### src/rtl/cpu_pkg.sv
// Shared CPU control-path widths, reset/vector defaults and flag bit positions.
package cpu_pkg;
  localparam int FLAG_W = 5;
  localparam int STEP_W = 4;
  localparam int WORD_W = 16;

  localparam logic [WORD_W-1:0] RESET_PC_DEF   = 16'h0000;
  localparam logic [WORD_W-1:0] IRQ_VECTOR_DEF = 16'h0004;

  // Bit positions inside the flags register
  localparam int FLAG_C = 0;
  localparam int FLAG_Z = 1;
  localparam int FLAG_N = 2;
  localparam int FLAG_V = 3;
  localparam int FLAG_H = 4;

  // Microcode strobes sampled at each edge
  typedef struct packed {
    logic counter_rst;
    logic pcw;
    logic pc_write_from_d;
    logic d_to_instr;
    logic w_flags;
    logic enable_interrupts;
  } strobe_t;
endpackage

### src/rtl/next_pc_sel.sv
// PC priority mux: interrupt vector > load from data bus > increment > hold.
// strobe_pc is the value without interrupt entry; it doubles as the saved return address.
module next_pc_sel
  import cpu_pkg::*;
(
  input  logic [WORD_W-1:0] pc,
  input  logic [WORD_W-1:0] data_in,
  input  logic [WORD_W-1:0] irq_vector,
  input  logic              pcw,
  input  logic              pc_write_from_d,
  input  logic              irq_entry,
  output logic [WORD_W-1:0] strobe_pc,
  output logic [WORD_W-1:0] next_pc
);
  // Strobe-driven PC, then interrupt override on top
  always_comb begin
    strobe_pc = pc;
    if (pc_write_from_d) strobe_pc = data_in;
    else if (pcw)        strobe_pc = pc + 16'd1;
    next_pc = irq_entry ? irq_vector : strobe_pc;
  end
endmodule

### src/rtl/control_sequencer.sv
// Sequential front end of the control path: step counter, IR, PC, flags,
// interrupt enable/pending state and interrupt entry at instruction boundaries.
module control_sequencer
  import cpu_pkg::*;
#(
  parameter logic [WORD_W-1:0] RESET_PC   = RESET_PC_DEF,
  parameter logic [WORD_W-1:0] IRQ_VECTOR = IRQ_VECTOR_DEF
) (
  input  logic              clk,
  input  logic              rst_n,
  input  logic              Stall,
  input  logic [WORD_W-1:0] DataIn,
  input  logic [FLAG_W-1:0] ALUFlags,
  input  logic              Irq,
  input  logic              CounterRST,
  input  logic              PCW,
  input  logic              PCWriteFromD,
  input  logic              DToInstr,
  input  logic              wFlags,
  input  logic              enableInterrupts,
  output logic [STEP_W-1:0] Counter,
  output logic [WORD_W-1:0] Instr,
  output logic [FLAG_W-1:0] Flags,
  output logic [WORD_W-1:0] PC,
  output logic [WORD_W-1:0] SavedPC,
  output logic              IntEnable,
  output logic              IrqAck,
  output logic              StepOverflow
);
  strobe_t           stb;
  logic              irq_pending;
  logic              entry;
  logic [WORD_W-1:0] strobe_pc;
  logic [WORD_W-1:0] next_pc;

  assign stb = '{counter_rst: CounterRST, pcw: PCW, pc_write_from_d: PCWriteFromD,
                 d_to_instr: DToInstr, w_flags: wFlags, enable_interrupts: enableInterrupts};

  // Entry only at an instruction boundary, using pre-edge enable/pending state
  assign entry = stb.counter_rst & IntEnable & irq_pending & ~Stall;

  next_pc_sel u_next_pc (
    .pc              (PC),
    .data_in         (DataIn),
    .irq_vector      (IRQ_VECTOR),
    .pcw             (stb.pcw),
    .pc_write_from_d (stb.pc_write_from_d),
    .irq_entry       (entry),
    .strobe_pc       (strobe_pc),
    .next_pc         (next_pc)
  );

  // Pending latch keeps sampling Irq during stalls; entry consumes it
  always_ff @(posedge clk or negedge rst_n) begin
    if (!rst_n)     irq_pending <= 1'b0;
    else if (entry) irq_pending <= 1'b0;
    else if (Irq)   irq_pending <= 1'b1;
  end

  // Architectural state, frozen while Stall is high
  always_ff @(posedge clk or negedge rst_n) begin
    if (!rst_n) begin
      Counter      <= '0;
      Instr        <= '0;
      Flags        <= '0;
      PC           <= RESET_PC;
      SavedPC      <= '0;
      IntEnable    <= 1'b0;
      IrqAck       <= 1'b0;
      StepOverflow <= 1'b0;
    end else if (Stall) begin
      IrqAck <= 1'b0;
    end else begin
      IrqAck <= entry;
      PC     <= next_pc;
      if (stb.counter_rst) Counter <= '0;
      else                 Counter <= Counter + 4'd1;
      if (!stb.counter_rst && Counter == 4'hF) StepOverflow <= 1'b1;
      if (stb.d_to_instr) Instr <= DataIn;
      if (stb.w_flags)    Flags <= ALUFlags;
      if (entry) begin
        SavedPC   <= strobe_pc;
        IntEnable <= 1'b0;
      end else if (stb.enable_interrupts) begin
        IntEnable <= 1'b1;
      end
    end
  end
endmodule

### config.mk
export PLATFORM = sky130hd
export DESIGN_NAME = control_sequencer
export DESIGN_NICKNAME = d
export VERILOG_FILES = /design/src/rtl/cpu_pkg.sv /design/src/rtl/next_pc_sel.sv /design/src/rtl/control_sequencer.sv
export SDC_FILE = /design/constraint.sdc
export NUM_CORES = 1
export LEC_CHECK = 0
export ABC_AREA = 1
export CAP_MARGIN = 20
export CORE_MARGIN = 1
export CORE_UTILIZATION = 45
export DETAILED_ROUTE_END_ITERATION = 7
export HOLD_SLACK_MARGIN = 0.15
export PLACE_DENSITY = 0.81
export SYNTH_ARGS = -nofsm -noshare
export SYNTH_HDL_FRONTEND = slang
export SYNTH_SLANG_ARGS = --single-unit
export TNS_END_PERCENT = 100
### constraint.sdc
create_clock -name clk -period 1.8 [get_ports clk]
set_input_delay 0.45 -clock clk [delete_from_list [all_inputs] [get_ports clk]]
set_output_delay 0.45 -clock clk [all_outputs]
set_load 0.02 [all_outputs]
Word level (Yosys, flattened, before mapping). Cells that the tools add are included.

Add/sub/neg operators: 2. Reductions and logical operators: 9. Equality and inequality tests: 1. Muxes and demuxes: 9. Multiply operators: 0. Divide/modulo/power cells: 0. Bitwise operators: 4. Shift-type cells: 0. Magnitude comparators: 0.

Operators with widths (number): $mux W16 (3); $add A16 B1 Y16 const B (1); $reduce_and A2 Y1 (5); $mux W1 (5); $add A4 B1 Y4 const B (1); $eq A4 B4 Y1 const B (1); $mux W4 (1); $reduce_bool A2 Y1 (2); $and A1 B1 Y1 (3); $logic_and A1 B1 Y1 (1); $logic_not A1 Y1 (1); $not A1 Y1 (1).

Bits of input ports: 31. Bits in latches: 0. Memories kept: 0. Word-level logic and storage cells: 34. Register bits after elaboration: 61. Output and inout port bits: 60. Bits in read-only memories: 0. Bits in writable memories: 0.

Longest topological paths before layout. Gate-level depths: netlist of run 1.

Depth after elaboration: 5. Gate-level depth with buffers: 9. Mapped depth without buffers: 9.

By module. Synthesis of run 1 repeated with hierarchy kept, for this count alone.

Cells, all modules: 429. Area total of the unflattened synthesis: 3249.4 um^2.

By module, submodules not included: control_sequencer (cells an instance 266, area each 2427.3 um^2, instances 1, seq. area each 1526.5 um^2); next_pc_sel (cells an instance 163, area each 822.0 um^2, instances 1, seq. area each 0.0 um^2).

Least setup slack after synthesis of run 1. OpenSTA, ideal clock, no wires.

Path type: reg2reg. Start point: register PC[0]. End point: register PC[8]. Setup time: 117 ps. Stages on the path, launching flop included: 9. Required time: 1683 ps. Clock period less this slack: 1519 ps. Data arrival time: 1402 ps. Path slack: 281 ps. Cell sequence: dfrtp_1 > ha_1 > nand3_2 > nor2_4 > nand2_2 > o21ai_1 > nand3_1 > nand3_1 > nand2_1.

Cells in the longest elaborated chain, start to end: 4.

Ends and longest elaborated chain: start: declaration (RTL line control_sequencer.sv:24) `output logic [WORD_W-1:0] PC,`; start signal: assignment (RTL line control_sequencer.sv:75) `PC <= next_pc;`; $add A16 B1 Y16 (RTL line next_pc_sel.sv:19) `else if (pcw) strobe_pc = pc + 16'd1;`; $mux W16 (RTL line next_pc_sel.sv:19); $mux W16 (RTL line next_pc_sel.sv:18) `if (pc_write_from_d) strobe_pc = data_in;`; $mux W16 (RTL line next_pc_sel.sv:20) `next_pc = irq_entry ? irq_vector : strobe_pc;`.

Every way passes these cells. A chain may end at the register's enable or synchronous reset.

Worst setup path after layout of run 1.
Start point: register SavedPC[8]. End point: output SavedPC[8].

RTL lines: start: declaration (RTL line control_sequencer.sv:25) `output logic [WORD_W-1:0] SavedPC,`; start signal: assignment (RTL line control_sequencer.sv:82) `SavedPC <= strobe_pc;`.

No word-level cell between the ends.

==> flow_metrics.tcl, run 1 <==
set metrics [dict create \
    syn_area_per_cell_um2 8.550 \
    rows 29 \
    rr_worst_depth 8 \
    final-setup-viol-count 0 \
    tightest_slew_ns 0.5609 \
    critical_path.top_delay_family "buffers and inverters" \
    cts_buffers 9 \
    clkSinkCount 61 \
    synth_top_area_share 0.5205 \
    clk_path_buf_depth 2 \
    cp_num_cells 1 \
    syn-num-nets 376 \
    die_h_um 82.73 \
    vdd_drop_max_mv 0.7488 \
    drt-wirelength-per-cell_um 14.81 \
    detailed_place_hpwl_mm 5.800 \
    crit_chain "clkdlybuf4s50_1" \
    viasPerCell 5.259 \
    post-route-period-util 0.9789 \
    n_antenna_cell 0 \
    gp_congestion 0.9098 \
    cts_htree_levels 3 \
    grt_pass1_wl_mm 13.05 \
    synthCells 343 \
    areaGrowthSynthToFinish_pct 45.52 \
    placedInstanceArea_um2 4075 \
    grt_usage 0.2603 \
    totalPowerFinal_mw 4.622 \
    post_cts_buffers 0 \
    cts_tree "done" \
    finalMaxSlewViolations 0 \
    crit_buf_inv 1 \
    initial_core_util 0.4645 \
    nNetsFinal 488 \
    period_minus_slack_ns 1.762 \
    yosysWarningCount 0 \
    outcome "finished clean" \
    gr-total-overflow 0 \
    fmax_mhz 567.5 \
    hold_path.class "flop to flop" \
    cts_root_buf "clkbuf_8" \
    slowest_stage "clkdlybuf4s50_1" \
    coreArea_um2 6314 \
    antenna_found_initial 0 \
    die_w_um 82.73 \
    drcViolationCount 0 \
    vias 2819 \
    portBuffers 90 \
    finalHoldViolations 0 \
    power_density_nw_per_um2 1083 \
    start_kind "flop" \
    grt_pass1_vias 2942 \
    insertion_delay_ns 0.34 \
    ys_types 31 \
    r2r_start "PC[0]" \
    grt_max_degree 27 \
    worstSetupStartpoint "SavedPC[8]" \
    crit_fanout 2 \
    yosysTopAreaCell "dfrtp_1" \
    cap_violations 0 \
    critical-path-max-stage-delay_ns 0.62 \
    syn-cell-area_um2 2933 \
    min_from "SavedPC[2]" \
    dr.pass1.iters 4 \
    p_leak_nw 2.226 \
    synth_top_cells_by_area "dfrtp_1 (52%), nand2_1 (14%), nand3_1 (6.8%), inv_1 (4.4%), mux2_2 (3.8%)" \
    finalWirelength_mm 7.939 \
    max_slew_margin 0.6261 \
    synth-seq-area-share 0.5205 \
    postRouteAntennaNets 0 \
    hold_slack_ns 0.4771 \
    worstPathRequired_ns 1.35 \
    dieArea_um2 6844 \
    fill_cells 532 \
    clkSlewWorstSetupHoldPaths_ns 0.07 \
    drive_gt1_frac 0.1394 \
    rsz0062_at_grt "false" \
    clock_skew_ns 0.005823 \
    path_class "flop to output pin" \
    cp.arrival_ns 1.31 \
    io_pins 91 \
    design_area_um2 4268 \
    min_path_cells 2 \
    end_kind "output pin" \
    drtIter0Drc 145 \
    synth-seq-cells 61 \
]
-- state kept, by name, summed over array words and instances (netlist names) --
register,count
irq_pending,1
Counter,4
IrqAck,1
StepOverflow,1
Instr,16
Flags,5
PC,16
SavedPC,16
IntEnable,1
-- metal layers --
metal | vias up | share of wire | track usage
li1 | 1341 | - | -
met1 | 1344 | 0.42 | 0.3129
met2 | 119 | 0.47 | 0.4172
met3 | 15 | 0.084 | 0.07692
met4 | 0 | 0.020 | 0.1431
met5 | - | 0 | 0
-- through the flow --
stage,instances,utilization,setup TNS [ns],setup slack (ns)
6_report,536,0.6760,0,0.03792
5_1_grt,536,0.6760,0,0.001671
4_1_cts,536,0.6700,0,0.001031
3_5_place_dp,520,0.6455,-4.491,-0.1852
3_3_place_gp,520,0.6455,-2.889,-0.1600
2_1_floorplan,343,-,0,0.2805
-- layout by cell type (no fill, tap or decap), drive strengths merged, types with 6 or more instances in the layout --
master | Yosys | final
nand2 | 112 | 112
nand4 | 6 | 6
inv | 34 | 34
mux2 | 10 | 10
nor2 | 15 | 15
dlygate4sd2 | 0 | 16
dlymetal6s2s | 0 | 15
o211ai | 9 | 9
clkdlybuf4s50 | 0 | 58
o21ai | 21 | 21
dfrtp | 61 | 61
clkbuf | 3 | 10
nand3 | 42 | 42
buf | 9 | 23
-- final cells by class --
type	instances	area, µm²	area share
clock buffer	10	137.6	0.03225
sequential	61	1526	0.3577
clock inverter	5	27.53	0.006450
tap	77	96.34	0.02257
multi-input combinational	235	1210	0.2835
timing repair buffer	113	1139	0.2668
inverter	35	131.4	0.03078
-- synth_stat cells --
master,number
nor3_1,1
clkbuf_1,3
nand2_1,108
inv_1,34
nand3b_1,2
o21ai_2,1
mux2_2,10
o22ai_1,3
clkinv_1,1
nand3_1,40
a22o_1,1
ha_1,2
buf_4,1
o211ai_1,9
nor2_1,7
nand2_2,4
and3_1,1
nand3_2,2
a21oi_1,5
dfrtp_1,61
xor2_1,2
nand4_1,6
o21ai_1,3
o21ai_0,17
nor2_2,6
nor2_4,2
o21bai_1,1
buf_2,7
a31o_2,1
buf_6,1
xnor2_1,1
-- worst paths after layout --
check	slack, ns	to
max	0.04	SavedPC[8]
min	0.48	SavedPC[2]
max reg2reg	0.17	PC[8]
min reg2reg	0.48	SavedPC[2]
max in group asynchronous	0.65	Instr[5]
min in group asynchronous	0.63	SavedPC[9]
-- timing repair --
action                                 CTS  global route
gates resized for setup                 16            15
setup endpoints to repair               16            15
endpoints found under the hold margin   18             0
hold buffers                             1             0
-- cell families after synthesis --
| family | after synthesis | share of synthesized area |
|---|---|---|
| xor+xnor | 3 | 0.008961 |
| simple gates | 179 | 0.2730 |
| mux | 10 | 0.03840 |
| flops | 61 | 0.5205 |
| buf+inv | 47 | 0.06698 |
| compound gates | 41 | 0.08362 |
| fa+ha+maj | 2 | 0.008531 |
-- report_power, final --
part / internal (mW) / switching [mW] / total, mW / leakage [nW]
Combinational: 0.772 / 0.912 / 1.68 / 1.39
Clock: 0.518 / 0.525 / 1.04 / 0.0877
Sequential: 1.67 / 0.222 / 1.89 / 0.750
Note: power is estimated with default switching activity, not from simulation.
==> inputs of run 2 (changes only) <==
--- a/config.mk
+++ b/config.mk
@@ -9,10 +9,12 @@
 export CAP_MARGIN = 20
 export CORE_MARGIN = 1
 export CORE_UTILIZATION = 45
+export CTS_BUF_LIST = sky130_fd_sc_hd__clkbuf_8 sky130_fd_sc_hd__clkbuf_16
+export CTS_CLUSTER_SIZE = 28
 export DETAILED_ROUTE_END_ITERATION = 7
 export HOLD_SLACK_MARGIN = 0.15
 export PLACE_DENSITY = 0.81
 export SYNTH_ARGS = -nofsm -noshare
 export SYNTH_HDL_FRONTEND = slang
 export SYNTH_SLANG_ARGS = --single-unit
-export TNS_END_PERCENT = 100
+export TNS_END_PERCENT = 20
==> results of run 2 <==
No change in the layout: final DEF, timing and power equal those of run 1.
